[src/rtl/fifo_rd_stream.sv]
// Read-side drain engine: pulls words from the async FIFO read port into a 2-entry
// output stage and presents them as a valid/ready stream, with flush and a pop counter.
module fifo_rd_stream #(
  parameter int unsigned DATA_WIDTH = 8,
  parameter int unsigned CNT_WIDTH  = 16
) (
  input  logic                  R_CLK,
  input  logic                  R_RST,
  input  logic                  EMPTY,
  output logic                  R_EN,
  input  logic [DATA_WIDTH-1:0] O_DATA,
  output logic [DATA_WIDTH-1:0] M_DATA,
  output logic                  M_VALID,
  input  logic                  M_READY,
  input  logic                  FLUSH,
  output logic [1:0]            LEVEL,
  output logic [CNT_WIDTH-1:0]  RD_COUNT
);

  localparam logic [1:0] ST_RUN      = 2'd0;
  localparam logic [1:0] ST_FLUSHING = 2'd1;
  localparam logic [1:0] ST_DRAIN    = 2'd2;

  logic [1:0]            r_state;
  logic [1:0]            w_state_d;
  logic [DATA_WIDTH-1:0] r_buf [2];
  logic                  r_head;
  logic                  r_tail;
  logic                  r_inflight;
  logic [1:0]            r_level;
  logic [CNT_WIDTH-1:0]  r_count;
  logic                  w_run;
  logic                  w_pop;
  logic                  w_capture;
  logic                  w_issue;
  logic [2:0]            w_occ;

  assign w_run     = (r_state == ST_RUN);
  assign M_VALID   = w_run && (r_level != 2'd0);
  assign M_DATA    = r_buf[r_head];
  assign w_pop     = M_VALID && M_READY;
  assign w_capture = w_run && r_inflight;
  assign LEVEL     = r_level;
  assign RD_COUNT  = r_count;

  // Occupancy after this cycle's pop; reading on a same-cycle pop keeps full throughput.
  assign w_occ = {1'b0, r_level} + {2'b00, r_inflight} - {2'b00, w_pop};

  always_comb begin
    R_EN = 1'b0;
    if (!R_RST) begin
      case (r_state)
        ST_RUN:      R_EN = !EMPTY && (w_occ < 3'd2);
        ST_FLUSHING: R_EN = !EMPTY;
        default:     R_EN = 1'b0;
      endcase
    end
  end

  assign w_issue = R_EN && !EMPTY;

  // Leaving flush with a read still outstanding must swallow that one returning word.
  always_comb begin
    w_state_d = r_state;
    case (r_state)
      ST_RUN:      if (FLUSH) w_state_d = ST_FLUSHING;
      ST_FLUSHING: if (!FLUSH) w_state_d = w_issue ? ST_DRAIN : ST_RUN;
      default:     w_state_d = ST_RUN;
    endcase
  end

  always_ff @(posedge R_CLK) begin
    if (R_RST) begin
      r_state    <= ST_RUN;
      r_level    <= 2'd0;
      r_head     <= 1'b0;
      r_tail     <= 1'b0;
      r_inflight <= 1'b0;
      r_count    <= '0;
      r_buf[0]   <= '0;
      r_buf[1]   <= '0;
    end else begin
      r_state    <= w_state_d;
      r_inflight <= w_issue;
      if (w_pop) r_count <= r_count + 1'b1;
      if (w_run && FLUSH) begin
        r_level <= 2'd0;
        r_head  <= 1'b0;
        r_tail  <= 1'b0;
      end else begin
        if (w_capture) begin
          r_buf[r_tail] <= O_DATA;
          r_tail        <= ~r_tail;
        end
        if (w_pop) r_head <= ~r_head;
        r_level <= r_level + {1'b0, w_capture} - {1'b0, w_pop};
      end
    end
  end

endmodule

[config.mk]
export PLATFORM = sky130hd
export DESIGN_NAME = fifo_rd_stream
export DESIGN_NICKNAME = d
export VERILOG_FILES = /design/src/rtl/fifo_rd_stream.sv
export SDC_FILE = /design/constraint.sdc
export NUM_CORES = 1
export LEC_CHECK = 0
export ABC_AREA = 1
export ABC_CLOCK_PERIOD_IN_PS = 3460
export BUFFER_PORTS_ARGS = -buffer_cell sky130_fd_sc_hd__buf_2
export CORE_MARGIN = 1
export CORE_UTILIZATION = 50
export CTS_CLUSTER_SIZE = 10
export DETAILED_ROUTE_END_ITERATION = 10
export PLACE_DENSITY = 0.74
export SLEW_MARGIN = 20
export SYNTH_ARGS = -nofsm -noshare
export SYNTH_HDL_FRONTEND = slang
export SYNTH_SLANG_ARGS = --single-unit
[constraint.sdc]
create_clock -name R_CLK -period 3.46 [get_ports R_CLK]
set_clock_uncertainty 0.15 [all_clocks]
set_input_delay 0.346 -clock R_CLK [delete_from_list [all_inputs] [get_ports R_CLK]]
set_output_delay 0.346 -clock R_CLK [all_outputs]
set_load 0.01 [all_outputs]
==> run summary, run 1 <==
The path type of the worst min-delay path is primary input to flip-flop. The clock passes through at most 2 buffers. The cell sitting at the root of the clock tree is a sky130_fd_sc_hd__clkbuf_8. In this run the tightest slew margin relative to its limit is 73.7%. The total power density per cell area is 418 mW/mm^2. The flow ran to the end, and the final reports show no timing, DRC or antenna violations.

The summed area of non-filler cells in the final layout is 0.00233 sq mm. Summed over all nets, wire length on met3 after detailed routing comes to 204 um. The total nets after synthesis came out at 257. The clock insertion delay at the later pin of the skew report came out at 0.30 ns. The via count of the first global-routing pass came out at 1,538. For this run, the number of Yosys warnings is 0. After detailed routing, the number of vias per cell comes to 4.92. The worst-case hold slack came out at 0.0847 ns.

The slew at the pin closest to its max-slew limit is 0.394 ns. The count of cells along the worst register-to-register path is 11. By startpoint and endpoint, the worst setup path is classified as flip-flop to output port.

The number of placed I/O pins is 41. The standard-cell row count is 22. The floorplan step defined a die boundary enclosing 0.00421 sq mm.

The routed layout has 1,629 vias. In the global route stage, overall resource usage came out at 20.2%. The maximum VDD drop came out at 191 uV.

In this run, distinct cell masters in the synthesized netlist total 30. For this run, the share of the core covered by cells in the final layout is 62.6%. By area the synthesized netlist is led by sky130_fd_sc_hd__dfxtp_1 (24%), sky130_fd_sc_hd__edfxtp_1 (24%), sky130_fd_sc_hd__nor2_1 (8.5%). The die boundary width is 64.9 um. During placement, the flow inserted port buffers numbering 40. The number of antenna violations at the first check in global routing is 0. The clock slew seen by the registers of the worst setup and hold paths is 0.08 ns. The number of setup violations in the final report came out at 0. After floorplanning, the core was sized to cover 0.00372 sq mm. The die span in y came out at 64.9 um. The placer congestion estimate is 0.940.

The area of placed instances came out at 0.00221 sq mm. For this run, the detailed router's first-pass iteration total came to 4. The cell type contributing the most total cell area after synthesis is sky130_fd_sc_hd__dfxtp_1. The synthesized flop and latch total is 40. From synthesis to final layout, the design area changed by 17.5%. The first-iteration detailed-routing DRC count is 57.

The worst setup path is launched from a flip-flop. The number of CTS-inserted buffers is 5. The part of the Yosys area used for sequential elements is 48.5%. The share of cells above drive strength 1 came out at 25.1%. The first-pass GRT wire length came out at 6430 um.

The leakage power summed over all cells came out at 1.07 nW. Setup repair after global routing left no endpoint under its margin. The hold path depth came out at 2.

Summed over all layers, the routed wires come to 3710 um. The number of nets in the layout is 300. Data on the critical path is required at its endpoint by 2.96 ns. The gate count of the mapped netlist is 239. Detailed placement finished with a half-perimeter wire length of 2730 um.

The mean area per synthesized cell is 8.28 sq um. The final total negative setup slack is 0 ns. The wire length on met2 is 1740 um. The count of inserted antenna diode cells is 0. The number of gates resized after cts came out at 0. CTS saw 40 sinks. The number of remaining DRC errors is 0. Derived from the worst setup path, the maximum achievable clock frequency is 0.316 GHz.

Of the available clock period, the critical path in the final layout requires 91.6%. The wire length on met1 is 1680 um. The final antenna-violating net count came out at 0. STA puts the critical path data arrival time at 2.67 ns. TritonCTS built the clock tree. The initial utilization of the core area, before any placement, comes to 53.3%.

The leftover overflow at the end of global routing is 0. The highest fanout seen on the critical path is 12. The number of buffers inserted by hold repair at cts came out at 0. The maximum level of the CTS H-tree is 2. After clock tree synthesis, the setup repair step added 0 buffers. The count of final max-slew check failures is 0. The maximum number of pins on one net before global-route repair is 14. Dividing the detail-routed wire length by the instance count gives 11.2 um. The hold violation total from the final report was 0. STA classifies the critical path endpoint as an output port. The area share of the largest cell type after synthesis is 24.3%.

The total of max-cap violations came out at 0. The time the final worst path needs with I/O delays and setup came out at 3.17 ns. In this run the top signal layer used is met4.

The synthesized netlist occupies a cell area of 0.00198 sq mm.
-- stage by stage --
step	instances	worst slack (ns)	total power, mW
final	331	0.291	0.973
after floorplan	239	0.770	0.576
after global routing	331	0.0335	1.01
after global placement	323	0.644	0.600
after CTS	331	0.265	0.981
after detailed placement	323	0.601	0.603
-- synthesized netlist by cell type --
library cell                n
sky130_fd_sc_hd__nor2_1    45
sky130_fd_sc_hd__nand2_1   43
sky130_fd_sc_hd__inv_1     42
sky130_fd_sc_hd__dfxtp_1   24
sky130_fd_sc_hd__edfxtp_1  16
sky130_fd_sc_hd__a21oi_1    9
sky130_fd_sc_hd__mux2_2     8
sky130_fd_sc_hd__nand3_1    7
sky130_fd_sc_hd__nand4_1    7
sky130_fd_sc_hd__ha_1       4
sky130_fd_sc_hd__nor2_2     3
sky130_fd_sc_hd__nor2_4     3
sky130_fd_sc_hd__nor3_1     3
sky130_fd_sc_hd__o21ai_0    3
sky130_fd_sc_hd__or2_2      3
sky130_fd_sc_hd__xnor2_1    3
sky130_fd_sc_hd__nand2_2    2
sky130_fd_sc_hd__nor3b_1    2
sky130_fd_sc_hd__buf_2      1
sky130_fd_sc_hd__buf_6      1
sky130_fd_sc_hd__clkbuf_1   1
sky130_fd_sc_hd__clkbuf_2   1
sky130_fd_sc_hd__fa_1       1
sky130_fd_sc_hd__inv_6      1
sky130_fd_sc_hd__nand3_2    1
sky130_fd_sc_hd__nand3_4    1
sky130_fd_sc_hd__nor3_2     1
sky130_fd_sc_hd__nor4_1     1
sky130_fd_sc_hd__o21ai_1    1
sky130_fd_sc_hd__xor2_1     1
-- registers in the layout (all words and copies together) (netlist names), named ones only --
name	flops
r_state	2
r_buf	16
r_inflight	1
RD_COUNT	16
LEVEL	2
r_head	1
r_tail	1
-- cell type report --
class                   count  area [sq um]
clock buffers               5          68.8
clock inverters             3          42.5
fillers                   361          1390
inverters                  43           166
multi-input cells         152           827
flip-flops and latches     40           961
well taps                  48          60.1
repair buffers             40           200
-- path summary, 6_finish.rpt --
kind / end / slack (ns) / startpoint
max: R_EN / 0.29 / LEVEL[1]$_SDFF_PP0_
min: r_state[1]$_SDFFE_PP0P_ / 0.08 / FLUSH
max reg2reg: r_state[1]$_SDFFE_PP0P_ / 0.89 / LEVEL[1]$_SDFF_PP0_
min reg2reg: r_state[1]$_SDFFE_PP0P_ / 0.35 / r_state[1]$_SDFFE_PP0P_
-- layout by cell type, fill, tap and decap left out, types with 4 or more instances in the layout --
cell type / Yosys / routed
sky130_fd_sc_hd__a21oi_1: 9 / 9
sky130_fd_sc_hd__buf_2: 1 / 40
sky130_fd_sc_hd__clkbuf_8: 0 / 5
sky130_fd_sc_hd__dfxtp_1: 24 / 24
sky130_fd_sc_hd__edfxtp_1: 16 / 16
sky130_fd_sc_hd__ha_1: 4 / 4
sky130_fd_sc_hd__inv_1: 42 / 42
sky130_fd_sc_hd__mux2_2: 8 / 8
sky130_fd_sc_hd__nand2_1: 43 / 43
sky130_fd_sc_hd__nand3_1: 7 / 7
sky130_fd_sc_hd__nand4_1: 7 / 7
sky130_fd_sc_hd__nor2_1: 45 / 45
-- per-layer routing --
metal / vias up / GRT usage, %
met3: 8 / 5.63
li1: 837 / -
met4: 0 / 10.3
met1: 747 / 23.9
met5: - / 0
met2: 37 / 33.2
-- power breakdown --
group | switching, mW | internal [mW]
Sequential | 0.00678 | 0.503
Combinational | 0.0483 | 0.0322
Clock | 0.169 | 0.213
Total | 0.224 | 0.749
-- worst max-delay path, cell delays in order, from the launching register on --
cell and delay [ns]:
sky130_fd_sc_hd__dfxtp_1 0.44, sky130_fd_sc_hd__inv_1 0.10, sky130_fd_sc_hd__nand2_2 0.09, sky130_fd_sc_hd__nand3_4 0.19, sky130_fd_sc_hd__inv_6 0.15, sky130_fd_sc_hd__ha_1 0.23, sky130_fd_sc_hd__or2_2 0.30, sky130_fd_sc_hd__fa_1 0.38
sky130_fd_sc_hd__inv_1 0.06, sky130_fd_sc_hd__nand2_1 0.05, sky130_fd_sc_hd__nand3_1 0.07, sky130_fd_sc_hd__nand2_1 0.05, sky130_fd_sc_hd__nand2_1 0.09, sky130_fd_sc_hd__inv_1 0.05, sky130_fd_sc_hd__buf_2 0.13
-- cell families after synthesis --
logic type | Yosys count | synth area share [%]
flip-flops | 40 | 48.5
XOR/XNOR | 4 | 1.77
AND/OR/NAND/NOR | 122 | 28.6
multiplexers | 8 | 4.55
buffers and inverters | 47 | 9.67
AO/OA/AOI/OAI | 13 | 3.29
adder cells (fa/ha/maj) | 5 | 3.54
Power figures use the tool's default switching activity.
==> run 2, diff against run 1 <==
- CORE_UTILIZATION: 50 -> 30
- PLACE_DENSITY: 0.74 -> unset
==> run 2 against run 1 <==
  * Largest cell class unchanged
  * Largest power group unchanged
  * Die area up 64%
  * Critical path type unchanged
  * Total power grew 1.0%
  * Sequential share of layout area is 0.72 points lower
  * First-iteration DRC count is 49% higher
  * Via count is 1.6% lower
  * Count of clock-buffer cells in the layout stayed put
  * Cell count rose by 8.8%
  * Critical path depth stayed put
  * Hold slack better by 0.018 ns
==> run summary, run 2 (synthesis gave the netlist of run 1 again) <==
The count of inserted antenna diode cells was 0 (unchanged). The clock insertion delay at the later pin of the skew report is 0.29 ns (was 0.30 ns). The final antenna-violating net count is 0 (unchanged). The total of max-cap violations is 0 (unchanged). The number of placed I/O pins is 41 (unchanged). The headroom to the max-slew limit is 72.6% (was 73.7%). The fraction of met1 tracks used by global routing came out at 15.8% (was 23.9%). The number of gates resized after cts came to 0 (unchanged). The final routed wire length divided by cell count is 11.3 um (was 11.2 um). The element type at the critical path end was an output port (unchanged). The area enclosed by the die boundary is 0.00693 sq mm (was 0.00421 sq mm).

The routed wire length came to 4060 um (was 3710 um). The setup slack on the worst flop-to-flop path was 0.80 ns (was 0.89 ns). The most congested layer reported by global routing was met2 (unchanged). The share of the clock period used by the worst path after layout came to 92.3% (was 91.6%).

The time the final worst path needs with I/O delays and setup came to 3.19 ns (was 3.17 ns). The slew at the pin closest to its max-slew limit is 0.411 ns (was 0.394 ns). The die span in y came out at 83.2 um (was 64.9 um). The origin of the critical flop-to-flop path is LEVEL[1]$_SDFF_PP0_ (unchanged). The leftover overflow at the end of global routing came out at 0 (unchanged).

The number of buffers inserted by hold repair at cts is 0 (unchanged). The met3 track demand over resource in global routing came out at 3.88% (was 5.63%). The path type of the worst min-delay path was primary input to flip-flop (unchanged). Setup repair after global routing missed its margin: no (unchanged). The hold path depth is 2 (unchanged). The combined global-route utilization of all metal layers was 12.7% (was 20.2%). The final total negative setup slack came to 0 ns (unchanged).

The highest fanout seen on the critical path is 12 (unchanged). The maximum number of pins on one net before global-route repair is 15 (was 14). The leakage power summed over all cells came to 1.07 nW (about the same).

The total power density per cell area came out at 415 mW/mm^2 (was 418 mW/mm^2). The number of standard cells in the layout, taps in and fillers out is 360 (was 331). The share of cells above drive strength 1 was 25.1% (unchanged). The launch point of the worst path was LEVEL[1]$_SDFF_PP0_ (unchanged).

The detailed-router iteration count before antenna repair was 4 (unchanged). The post-detailed-route via-to-cell ratio came out at 4.45 (was 4.92). The kind of launch point of the worst setup path was a flip-flop (unchanged). The hold violation total from the final report is 0 (unchanged). Result of the run: finished, final reports clean (unchanged). The initial core utilization came out at 31.2% (was 53.3%). The post-CTS repair timing setup buffer count was 0 (unchanged). The data arrival at the endpoint of the critical path came out at 2.70 ns (was 2.67 ns). The number of CTS-inserted buffers is 5 (unchanged). The endpoint of the most critical setup path is R_EN (unchanged). CP Cell Sequence: inv_1 > nand2_2 > nand3_4 > inv_6 > ha_1 > or2_2 > fa_1 > inv_1 > nand2_1 > nand3_1 > nand2_1 > nand2_1 > inv_1 > buf_2 (unchanged). The total number of clock tree sinks is 40 (unchanged).

The count of final max-slew check failures is 0 (unchanged). The buffer depth of the longest clock path is 2 (unchanged). The number of cells in the design after placement is 352 (was 323).

The core box area is 0.00635 sq mm (was 0.00372 sq mm). The number of nets in the layout came out at 300 (unchanged). Commonest non-fill, non-tap cells in the layout: sky130_fd_sc_hd__nor2_1 (45), sky130_fd_sc_hd__nand2_1 (43), sky130_fd_sc_hd__inv_1 (42) (unchanged). The category of the most critical setup path is flip-flop to output port (unchanged). The endpoint of the worst-slack reg-to-reg timing path is r_state[1]$_SDFFE_PP0P_ (unchanged). The area growth from synthesis to layout came to 19.6% (was 17.5%). The first-iteration detailed-routing DRC count is 85 (was 57). The buffer type at the clock tree root is sky130_fd_sc_hd__clkbuf_8 (unchanged).

The routing usage on met2 came out at 20.6% (was 33.2%). The number of antenna violations at the first check in global routing was 0 (unchanged). The clock slew seen by the registers of the worst setup and hold paths is 0.08 ns (about the same). The leading cell type in the layout, fill and taps excluded is sky130_fd_sc_hd__nor2_1 (unchanged). The clock tree from TritonCTS is built (unchanged).

The maximum level of the CTS H-tree is 2 (unchanged). The largest stage delay on the critical path is 0.44 ns (about the same). The count of cells along the worst register-to-register path is 11 (unchanged). The via count of the first global-routing pass came out at 1,530 (was 1,538). The data required time of the worst path came out at 2.96 ns (about the same).

The peak clock frequency supported by timing came out at 0.313 GHz (was 0.316 GHz). The cell at the slowest stage of the critical path was sky130_fd_sc_hd__dfxtp_1 (unchanged). The port buffer count is 40 (unchanged). The maximum VDD drop is 214 uV (was 191 uV).

The first-pass GRT wire length is 7040 um (was 6430 um). The placer congestion estimate is 0.796 (was 0.940). The standard-cell row count came out at 29 (was 22). The number of setup violations in the final report is 0 (unchanged).

The detailed placer's ending HPWL came to 2960 um (was 2730 um). The count of vias placed by the detailed router came out at 1,603 (was 1,629). The number of fillers in the final layout came out at 664 (was 361). The die boundary width came out at 83.2 um (was 64.9 um). The number of remaining DRC errors is 0 (unchanged).
## run 2: layer usage
metal	vias to the layer above	wire, um	share of wire, %
met5	-	0	0
met1	729	1880	46
met4	0	48	1.2
met3	4	195	4.8
li1	837	-	-
met2	33	1930	48
## run 2: worst max-delay path, delay by kind of cell (launching register included)
kind	cells	cell delay (ns)
AND/OR/NAND/NOR	7	0.86
buffers and inverters	5	0.48
adder cells (fa/ha/maj)	2	0.62
flip-flops	1	0.44
## run 2: worst min-delay path by stage
| stage | start | end | slack (ns) |
|---|---|---|---|
| floorplan | FLUSH | r_state[1]$_SDFFE_PP0P_ | 0.27 |
| global placement | RD_COUNT[6]$_SDFFE_PP0P_ | RD_COUNT[6]$_SDFFE_PP0P_ | 0.33 |
| detailed placement | RD_COUNT[6]$_SDFFE_PP0P_ | RD_COUNT[6]$_SDFFE_PP0P_ | 0.34 |
| CTS | FLUSH | r_state[1]$_SDFFE_PP0P_ | 0.09 |
| global route | FLUSH | r_state[1]$_SDFFE_PP0P_ | 0.09 |
| finish | FLUSH | r_state[1]$_SDFFE_PP0P_ | 0.10 |
## run 2: area by class of cell
type	instances	area (sq um)	area share, %
Sequential cell	40	961	40.6
Multi-Input combinational cell	152	827	34.9
Timing Repair Buffer	40	200	8.46
Inverter	43	166	7.03
Tap cell	77	96.3	4.07
Clock buffer	5	68.8	2.91
Clock inverter	3	47.5	2.01
## run 2: through the flow
step                hold slack, ns  power, mW  util, %  instance area, sq um  setup slack [ns]
floorplan                    0.273      0.576        -                  1980             0.770
global placement             0.331      0.601     35.4                  2250             0.638
detailed placement           0.344      0.605     35.4                  2250             0.573
CTS                         0.0902       1.00     37.3                  2370             0.237
global route                0.0911       1.03     37.3                  2370            0.0374
finish                       0.103      0.983     37.3                  2370             0.268
## run 2: power by group
group          switching (mW)  internal, mW  leakage, nW  total (mW)
Sequential            0.00685         0.503        0.360       0.510
Clock                   0.173         0.217       0.0583       0.390
Combinational          0.0501        0.0324        0.653      0.0825
